**config.mk**
```make
export PLATFORM = sky130hd
export DESIGN_NAME = chan_sel_reg_flat
export DESIGN_NICKNAME = d
export VERILOG_FILES = /design/src/rtl/chan_sel_pkg.sv /design/src/rtl/chan_sel_reg_if.sv /design/src/rtl/chan_sel_mux.sv /design/src/rtl/chan_sel_reg.sv /design/src/flat_wrapper.sv
export SDC_FILE = /design/constraint.sdc
export NUM_CORES = 1
export LEC_CHECK = 0
export ABC_AREA = 1
export CAP_MARGIN = 25
export CORE_MARGIN = 2
export CORE_UTILIZATION = 40
export CTS_BUF_LIST = sky130_fd_sc_hd__clkbuf_2
export DETAILED_ROUTE_END_ITERATION = 16
export GPL_ROUTABILITY_DRIVEN = 0
export GPL_TIMING_DRIVEN = 0
export PLACE_DENSITY = 0.86
export SYNTH_ARGS = -nofsm -noshare
export SYNTH_HDL_FRONTEND = slang
export SYNTH_SLANG_ARGS = --single-unit
```
**constraint.sdc**
```tcl
create_clock -name clk -period 3.9 [get_ports clk]
set_input_delay 0.39 -clock clk [delete_from_list [all_inputs] [get_ports clk]]
set_output_delay 0.39 -clock clk [all_outputs]
set_load 0.03 [all_outputs]
```
**src/rtl/chan_sel_pkg.sv**
```systemverilog
// Shared constants for the channel selector family: mode encodings and
// default geometry used by chan_sel_reg and chan_sel_mux.
package chan_sel_pkg;

  localparam int NCH_DEF   = 6;
  localparam int WIDTH_DEF = 4;
  localparam int SELW_DEF  = 3;

  localparam logic MODE_DIRECT = 1'b0;
  localparam logic MODE_SCAN   = 1'b1;

endpackage

```
**src/rtl/chan_sel_reg_if.sv**
```systemverilog
// Channel bank, select controls and valid/ready output handshake of the
// registered selector; slave is the selector, master is the surrounding logic.
interface chan_sel_reg_if
  import chan_sel_pkg::*;
#(
  parameter int NCH   = NCH_DEF,
  parameter int WIDTH = WIDTH_DEF,
  parameter int SELW  = SELW_DEF
);

  logic [NCH*WIDTH-1:0] data;
  logic [SELW-1:0]      sel;
  logic                 mode;
  logic                 in_valid;
  logic                 in_ready;
  logic [WIDTH-1:0]     out;
  logic [SELW-1:0]      out_ch;
  logic                 out_valid;
  logic                 out_ready;
  logic                 sel_err;

  modport slave (
    input  data, sel, mode, in_valid, out_ready,
    output in_ready, out, out_ch, out_valid, sel_err
  );

  modport master (
    output data, sel, mode, in_valid, out_ready,
    input  in_ready, out, out_ch, out_valid, sel_err
  );

endinterface

```
**src/rtl/chan_sel_mux.sv**
```systemverilog
// Combinational N-way word selector; out-of-range indices give a zero word
// and raise range_err.
module chan_sel_mux
  import chan_sel_pkg::*;
#(
  parameter int NCH   = NCH_DEF,
  parameter int WIDTH = WIDTH_DEF,
  parameter int SELW  = SELW_DEF
) (
  input  logic [NCH*WIDTH-1:0] data,
  input  logic [SELW-1:0]      idx,
  output logic [WIDTH-1:0]     word,
  output logic                 range_err
);

  localparam logic [SELW:0] NCH_EXT = (SELW+1)'(NCH);

  // NOTE: the default before the loop keeps this purely combinational; without
  // it an unmatched idx would infer a latch.
  always_comb begin
    word = '0;
    for (int k = 0; k < NCH; k++) begin
      if (idx == SELW'(k)) word = data[k*WIDTH +: WIDTH];
    end
  end

  // Extended by one bit so NCH == 2**SELW compares correctly.
  assign range_err = ({1'b0, idx} >= NCH_EXT);

endmodule

```
**src/rtl/chan_sel_reg.sv**
```systemverilog
// Registered N-channel selector with a one-entry valid/ready output stage,
// out-of-range flag and an auto-scan pointer that walks all channels.
module chan_sel_reg
  import chan_sel_pkg::*;
#(
  parameter int NCH   = NCH_DEF,
  parameter int WIDTH = WIDTH_DEF,
  parameter int SELW  = SELW_DEF
) (
  input logic          clk,
  input logic          resetn,
  chan_sel_reg_if.slave bus
);

  localparam logic [SELW:0] NCH_EXT = (SELW+1)'(NCH);

  logic [SELW-1:0]  ptr;
  logic [SELW-1:0]  ptr_next;
  logic [SELW:0]    ptr_inc;
  logic [SELW-1:0]  idx;
  logic [WIDTH-1:0] mux_word;
  logic             mux_err;
  logic             accept;

  assign bus.in_ready = !bus.out_valid || bus.out_ready;
  assign accept       = bus.in_valid && bus.in_ready;
  assign idx          = (bus.mode == MODE_SCAN) ? ptr : bus.sel;

  chan_sel_mux #(
    .NCH   (NCH),
    .WIDTH (WIDTH),
    .SELW  (SELW)
  ) u_mux (
    .data      (bus.data),
    .idx       (idx),
    .word      (mux_word),
    .range_err (mux_err)
  );

  // Increment one bit wider so the wrap compare cannot overflow at NCH == 2**SELW.
  assign ptr_inc  = {1'b0, ptr} + (SELW+1)'(1);
  assign ptr_next = (ptr_inc >= NCH_EXT) ? '0 : ptr_inc[SELW-1:0];

  // Pointer parks at 0 in direct mode so every scan starts at channel 0.
  // NOTE: state registers use non-blocking assignments so every flop samples
  // pre-edge values regardless of statement order.
  always_ff @(posedge clk or negedge resetn) begin
    if (!resetn) begin
      ptr <= '0;
    end else if (bus.mode == MODE_DIRECT) begin
      ptr <= '0;
    end else if (accept) begin
      ptr <= ptr_next;
    end
  end

  // Output stage: load on accept, drain on consumer take, otherwise hold.
  always_ff @(posedge clk or negedge resetn) begin
    if (!resetn) begin
      bus.out       <= '0;
      bus.out_ch    <= '0;
      bus.sel_err   <= 1'b0;
      bus.out_valid <= 1'b0;
    end else if (accept) begin
      bus.out       <= mux_word;
      bus.out_ch    <= idx;
      bus.sel_err   <= mux_err;
      bus.out_valid <= 1'b1;
    end else if (bus.out_valid && bus.out_ready) begin
      bus.out_valid <= 1'b0;
    end
  end

endmodule

```
**src/flat_wrapper.sv**
```systemverilog
// flat-port wrapper written by rule: the top's interface ports become plain ports
module chan_sel_reg_flat import chan_sel_pkg::*;
#(
  parameter int NCH   = NCH_DEF,
  parameter int WIDTH = WIDTH_DEF,
  parameter int SELW  = SELW_DEF
)
  (clk, resetn, bus_data, bus_sel, bus_mode, bus_in_valid, bus_out_ready, bus_in_ready, bus_out, bus_out_ch, bus_out_valid, bus_sel_err);
  chan_sel_reg_if #(.NCH(NCH), .WIDTH(WIDTH), .SELW(SELW)) bus_i ();
  input logic clk;
  input logic resetn;
  input wire logic [$bits(bus_i.data)-1:0] bus_data;
  input wire logic [$bits(bus_i.sel)-1:0] bus_sel;
  input wire logic [$bits(bus_i.mode)-1:0] bus_mode;
  input wire logic [$bits(bus_i.in_valid)-1:0] bus_in_valid;
  input wire logic [$bits(bus_i.out_ready)-1:0] bus_out_ready;
  output wire logic [$bits(bus_i.in_ready)-1:0] bus_in_ready;
  output wire logic [$bits(bus_i.out)-1:0] bus_out;
  output wire logic [$bits(bus_i.out_ch)-1:0] bus_out_ch;
  output wire logic [$bits(bus_i.out_valid)-1:0] bus_out_valid;
  output wire logic [$bits(bus_i.sel_err)-1:0] bus_sel_err;
  assign bus_i.data = bus_data;
  assign bus_i.sel = bus_sel;
  assign bus_i.mode = bus_mode;
  assign bus_i.in_valid = bus_in_valid;
  assign bus_i.out_ready = bus_out_ready;
  assign bus_in_ready = bus_i.in_ready;
  assign bus_out = bus_i.out;
  assign bus_out_ch = bus_i.out_ch;
  assign bus_out_valid = bus_i.out_valid;
  assign bus_sel_err = bus_i.sel_err;
  chan_sel_reg #(.NCH(NCH), .WIDTH(WIDTH), .SELW(SELW)) u_core (.clk(clk), .resetn(resetn), .bus(bus_i));
endmodule
```
# Word level (Yosys, flattened, before mapping)
# Cells that the tools add are included.
[op_classes]
n_addsub = 1
magnitude_cmp = 2
n_eq_ne = 6
n_mux = 12
n_reduce_logical = 6
[op_table]
columns = ["op", "n"]
rows = [
  ["two-way mux 4 bit", 6],
  ["two-way mux 3 bit", 4],
  ["== test 3 x 2 -> 1 bit (second input constant)", 2],
  ["== test 3 bit (second input constant)", 2],
  ["adder 3 x 1 -> 4 bit (second input constant)", 1],
  ["greater-or-equal comparator 4 x 3 -> 1 bit (second input constant)", 1],
  ["== test 3 x 1 -> 1 bit (second input constant)", 1],
  ["greater-or-equal comparator 3 bit (second input constant)", 1],
  ["logical NOT 3 bit", 1],
  ["logical AND 1 bit", 2],
  ["two-way mux 1 bit", 2],
  ["inequality test 2 x 1 -> 1 bit (second input constant)", 1],
  ["nonzero test 2 bit", 1],
  ["logical NOT 1 bit", 1],
  ["logical OR 1 bit", 1],
]
[totals]
reg_bits = 12
inputBits = 32
output_inout_bits = 10
word_cells = 32

# Longest topological paths before layout
[depth]
ltp_word = 8
depth_mapped = 10
mapped_depth_nobuf = 10

# Cells and area by module
# A second synthesis with hierarchy kept.
[unflattened]
hier_cells = 127
hier_area_um2 = 844.6
[modules_own_cells]
columns = ["mod", "n_inst", "cells_per_inst", "area_per_inst_um2", "seq_area_each_um2"]
rows = [
  ["chan_sel_reg", 1, 76, 606.8, 300.3],
  ["chan_sel_mux", 1, 51, 237.7, 0.0],
]

# Worst setup path after synthesis
# Ideal clock, no wire load.
[synth_timing]
path_kind = "reg-to-reg"
from = "register u_core.bus.out_valid"
to = "register u_core.ptr[2]"
setup_ns = 0.101
arrival_ns = 1.395
t_required_ns = 3.799
path_slack_ns = 2.404
path_stages_with_launch = 6
path_buffers = 0
synth_period_minus_slack_ns = 1.496
path_cell_list = "dfrtp_1 -> nand2_1 -> nand2_1 -> inv_1 -> nand2_1 -> o32ai_1"
[synth_via]
elab_chain_cells = 4
[synth_rtl]
columns = ["item", "line_no", "source"]
rows = [
  ["start, declared", "chan_sel_reg_if.sv:24", "output in_ready, out, out_ch, out_valid, sel_err"],
  ["start signal, assigned", "chan_sel_reg.sv:63", "bus.out_valid <= 1'b0;"],
  ["start signal, assigned", "chan_sel_reg.sv:68", "bus.out_valid <= 1'b1;"],
  ["start signal, assigned", "chan_sel_reg.sv:70", "bus.out_valid <= 1'b0;"],
  ["logical NOT 1 bit", "chan_sel_reg.sv:25", "assign bus.in_ready = !bus.out_valid || bus.out_ready;"],
  ["logical OR 1 bit", "chan_sel_reg.sv:25", ""],
  ["named net bus_in_ready", "flat_wrapper.sv:17", "output wire logic [$bits(bus_i.in_ready)-1:0] bus_in_ready;"],
  ["logical AND 1 bit", "chan_sel_reg.sv:26", "assign accept = bus.in_valid && bus.in_ready;"],
  ["inequality test 2 x 1 -> 1 bit (no line)", "n/a", ""],
  ["end signal, assigned", "chan_sel_reg.sv:53", "ptr <= ptr_next;"],
  ["end, declared", "chan_sel_reg.sv:17", "logic [SELW-1:0] ptr;"],
]
# The timed path passes the listed nets, and every way through them passes these cells.
# A chain may end at the register's enable or synchronous reset.

# Worst setup path in the final report
[layout_timing]
from = "input bus_out_ready"
to = "output bus_in_ready"
[layout_via]
elab_chain_cells = 1
[layout_rtl]
columns = ["item", "line_no", "source"]
rows = [
  ["start, declared", "flat_wrapper.sv:16", "input wire logic [$bits(bus_i.out_ready)-1:0] bus_out_ready;"],
  ["logical OR 1 bit", "chan_sel_reg.sv:25", ""],
  ["end, declared", "flat_wrapper.sv:17", ""],
]
# Every way passes these cells.

==> summary.txt <==
STA
  • Fin crit period: between 2 and 2.5 ns
  • Fmax: 0.494 GHz
  • Setup TNS: 0 ns
  • Setup Viol. Count Final: 0
  • Clock Skew: about 0.0053 ns
  • Hold_ws: approximately 0.43 ns
  • Worst Max-Slew Pin Slew: 0.529 ns
  • Slew HR: between 60% and 70%
  • Period utilization: 51.9%
  • Final max-slew violation count: 0
  • Endpoints failing hold: 0
  • RSZ-0062 raised after global routing: false

Setup path
  • Reg-to-reg critical path endpoint: u_core.ptr[2]$_DFFE_PN0P_
  • CP peak stage delay: 0.67 ns
  • WP buf/inv: 3
  • Reg2Reg Setup Slack: ~2.4 ns
  • Setup crit start kind: input pin
  • Worst reg2reg path startpoint: u_core.ptr[1]$_DFFE_PN0P_
  • Critical path type: input pin to primary output
  • Crit path max fanout: 3
  • CP arrival: roughly 1.6 ns
  • R2R depth: 6
  • Required @ worst endpoint: around 3.5 ns
  • Crit path cell chain: clkdlybuf4s50_1 -> inv_1 -> nand2_1 -> clkdlybuf4s50_1
  • CP endpoint kind: primary output
  • Critical path's most frequent cell: clkdlybuf4s50_1
  • Cell family with most CP delay: buffers and inverters
  • Slowest cell on crit path: clkdlybuf4s50_1

Floorplan
  • Die width: approximately 50 um
  • Die Area: 2550 um2
  • Initial Utilization: 43.2%
  • Die Ht: roughly 50 um
  • Core footprint: ~2000 um2
  • # rows: 16
  • Ports: 42

Clock network
  • Clock slew at reported path FFs: 0.12 ns
  • Clock sink count: 12
  • Number of gates resized after cts: 0
  • H-tree levels: 1
  • CTS buffer count: 3
  • CTS tree: done
  • Clock Latency Late Sink: 0.29 ns
  • CTS Buffer Depth: 2
  • Hold buffer count at cts: 0
  • Post-CTS Setup Repair Bufs: 0
  • Root Buffer: clkbuf_2

Worst hold path
  • Hold crit path type: input pin to asynchronous set/reset pin

Routing
  • Iter 0 DRT Violations: 20
  • Drt first pass iters: 4
  • Vias: approximately 930
  • ANT nets after route: 0
  • Drt drc: 0
  • DRT Wirelength: 2240 um
  • Vias/cell: 4.99
  • DR WL/cell: around 12 um

Layout
  • Area Overhead vs Synth: 53.5%
  • Fin util: 66.3%
  • Nets: slightly below 200
  • Proportion of layout cells with a drive suffix above 1: about an eighth
  • N_diodes: 0
  • Final instance area: around 1300 um2

GRT
  • Largest net degree at the start of global routing: 13
  • Grt ovf: 0
  • First-pass GRT wire length: 3660 um
  • Initial antenna violation count: 0
  • Vias in the first global route: 851
  • Gr usage total: 18.9%

Flow run
  • Max-cap viol count: 0

Pwr
  • Comb power frac: between 40% and 50%
  • Int Power: between 200 and 250 uW
  • Sequential share of power: between 30% and 40%
  • Pwr Density: between 200 and 300 nW/um2
  • Net Sw Frac: a little under 40%
  • Peak supply drop: around 0.15 mV
  • Clock share of power: ~17%
  • Leakage power: roughly 0.00061 uW
  • Tot Pwr: ~400 uW
  • Sw Pwr: roughly 150 uW

Synthesis
  • Sequential-to-total area share from yosys stat: between 30% and 40%
  • Mapped Area: just under 900 um2
  • Mean Syn Cell Area: 7.52 um2
  • Synth Instances: 115
  • Yosys reg bits: 12
  • Synth warn: 0
  • Synth unique cells: 22
  • Post-synth net total: roughly 150

Run status
  • Status: finished clean

Placed design
  • Input/output buffers: 41
  • Post-DP Area: ~1300 um2
  • Post-DP HPWL: 1820 um
==> cell families (layout without fill, tap and decap cells) <==
group,count (synthesis),in the layout,synth area share (%)
DFF,12,12,34.7
adders and majority gates,2,2,2.89
buffers and inverters,17,62,9.12
AOI/OAI and AO/OA,7,7,5.07
and+or+nand+nor,76,76,47.2
xor gates and xnor gates,1,1,1.01
==> layer usage <==
metal / track usage [%] / up-vias / wire length [um]
li1: - / 462 / -
met1: 22.5 / 423 / 881
met2: 32.5 / 43 / 1130
met3: 4.76 / 5 / 186
met4: 7.21 / 0 / 42
met5: 0 / - / 0
==> sequential cells by signal (all words and copies together), names as in the netlist <==
signal,flops
u_core.bus.out_valid,1
u_core.bus.out_ch,3
u_core.ptr,3
u_core.bus.out,4
u_core.bus.sel_err,1
==> synthesized netlist by cell type <==
master    instances  area, um2
nand2_8           1       20.0
nand2_1          41        154
dfrtp_1          12        300
nor2_1            9       33.8
nor3_4            3       48.8
nand2_2           5       31.3
o22ai_1           1       6.26
inv_6             1       8.76
inv_1            12       45.0
o32ai_1           2       17.5
inv_4             1       6.26
nand3_4           1       17.5
o21ai_0           4       20.0
nor2_4            1       11.3
buf_6             1       11.3
inv_2             1       3.75
nand3_1           6       30.0
clkbuf_1          1       3.75
nand4_1           8       50.1
xnor2_1           1       8.76
ha_1              2       25.0
nand2_4           1       11.3
==> metrics by stage <==
stage	std cells	setup slack (ns)
6_report	187	1.88
5_1_grt	187	1.83
4_1_cts	187	1.88
3_5_place_dp	183	1.88
3_3_place_gp	183	1.88
2_1_floorplan	115	2.40
==> cell type report <==
class	count	area (um2)
Clock inverter	1	3.75
Sequential cell	12	300
Fill cell	165	674
Tap cell	27	33.8
Inverter	15	63.8
Buffer	2	15.0
Timing Repair Buffer	41	410
Multi-Input combinational cell	86	485
Clock buffer	3	15.0
==> power groups by stage <==
stage | clock network, uW | registers (uW) | logic [uW]
2_1_floorplan | 0 | 185 | 66.6
3_3_place_gp | 0 | 154 | 173
3_5_place_dp | 0 | 155 | 178
4_1_cts | 64.9 | 153 | 179
5_1_grt | 70.8 | 155 | 193
6_report | 67.2 | 153 | 177
==> cells in the final DEF (no fill, tap or decap) <==
cell type,count
ha_1,2
clkbuf_1,1
inv_6,1
clkdlybuf4s50_1,41
o32ai_1,2
nor2_1,9
nand4_1,8
nand2_4,1
xnor2_1,1
o21ai_0,4
dfrtp_1,12
nand2_2,5
clkbuf_2,3
inv_1,12
nor3_4,3
clkinv_1,1
inv_4,1
nand3_4,1
buf_6,1
nand2_1,41
nor2_4,1
nand2_8,1
inv_2,1
o22ai_1,1
nand3_1,6
==> worst max-delay path by stage <==
stage,from,end,slack [ns],cells after the start
global placement,bus_out_ready,bus_in_ready,1.88,4
floorplan,u_core.bus.out_valid$_DFFE_PN0P_,u_core.ptr[2]$_DFFE_PN0P_,2.40,5
global route,bus_out_ready,bus_in_ready,1.83,4
detailed placement,bus_mode,u_core.bus.out[2]$_DFFE_PN0P_,1.88,11
finish,bus_out_ready,bus_in_ready,1.88,4
CTS,bus_out_ready,bus_in_ready,1.88,4
(Power assumes the default switching activity.)
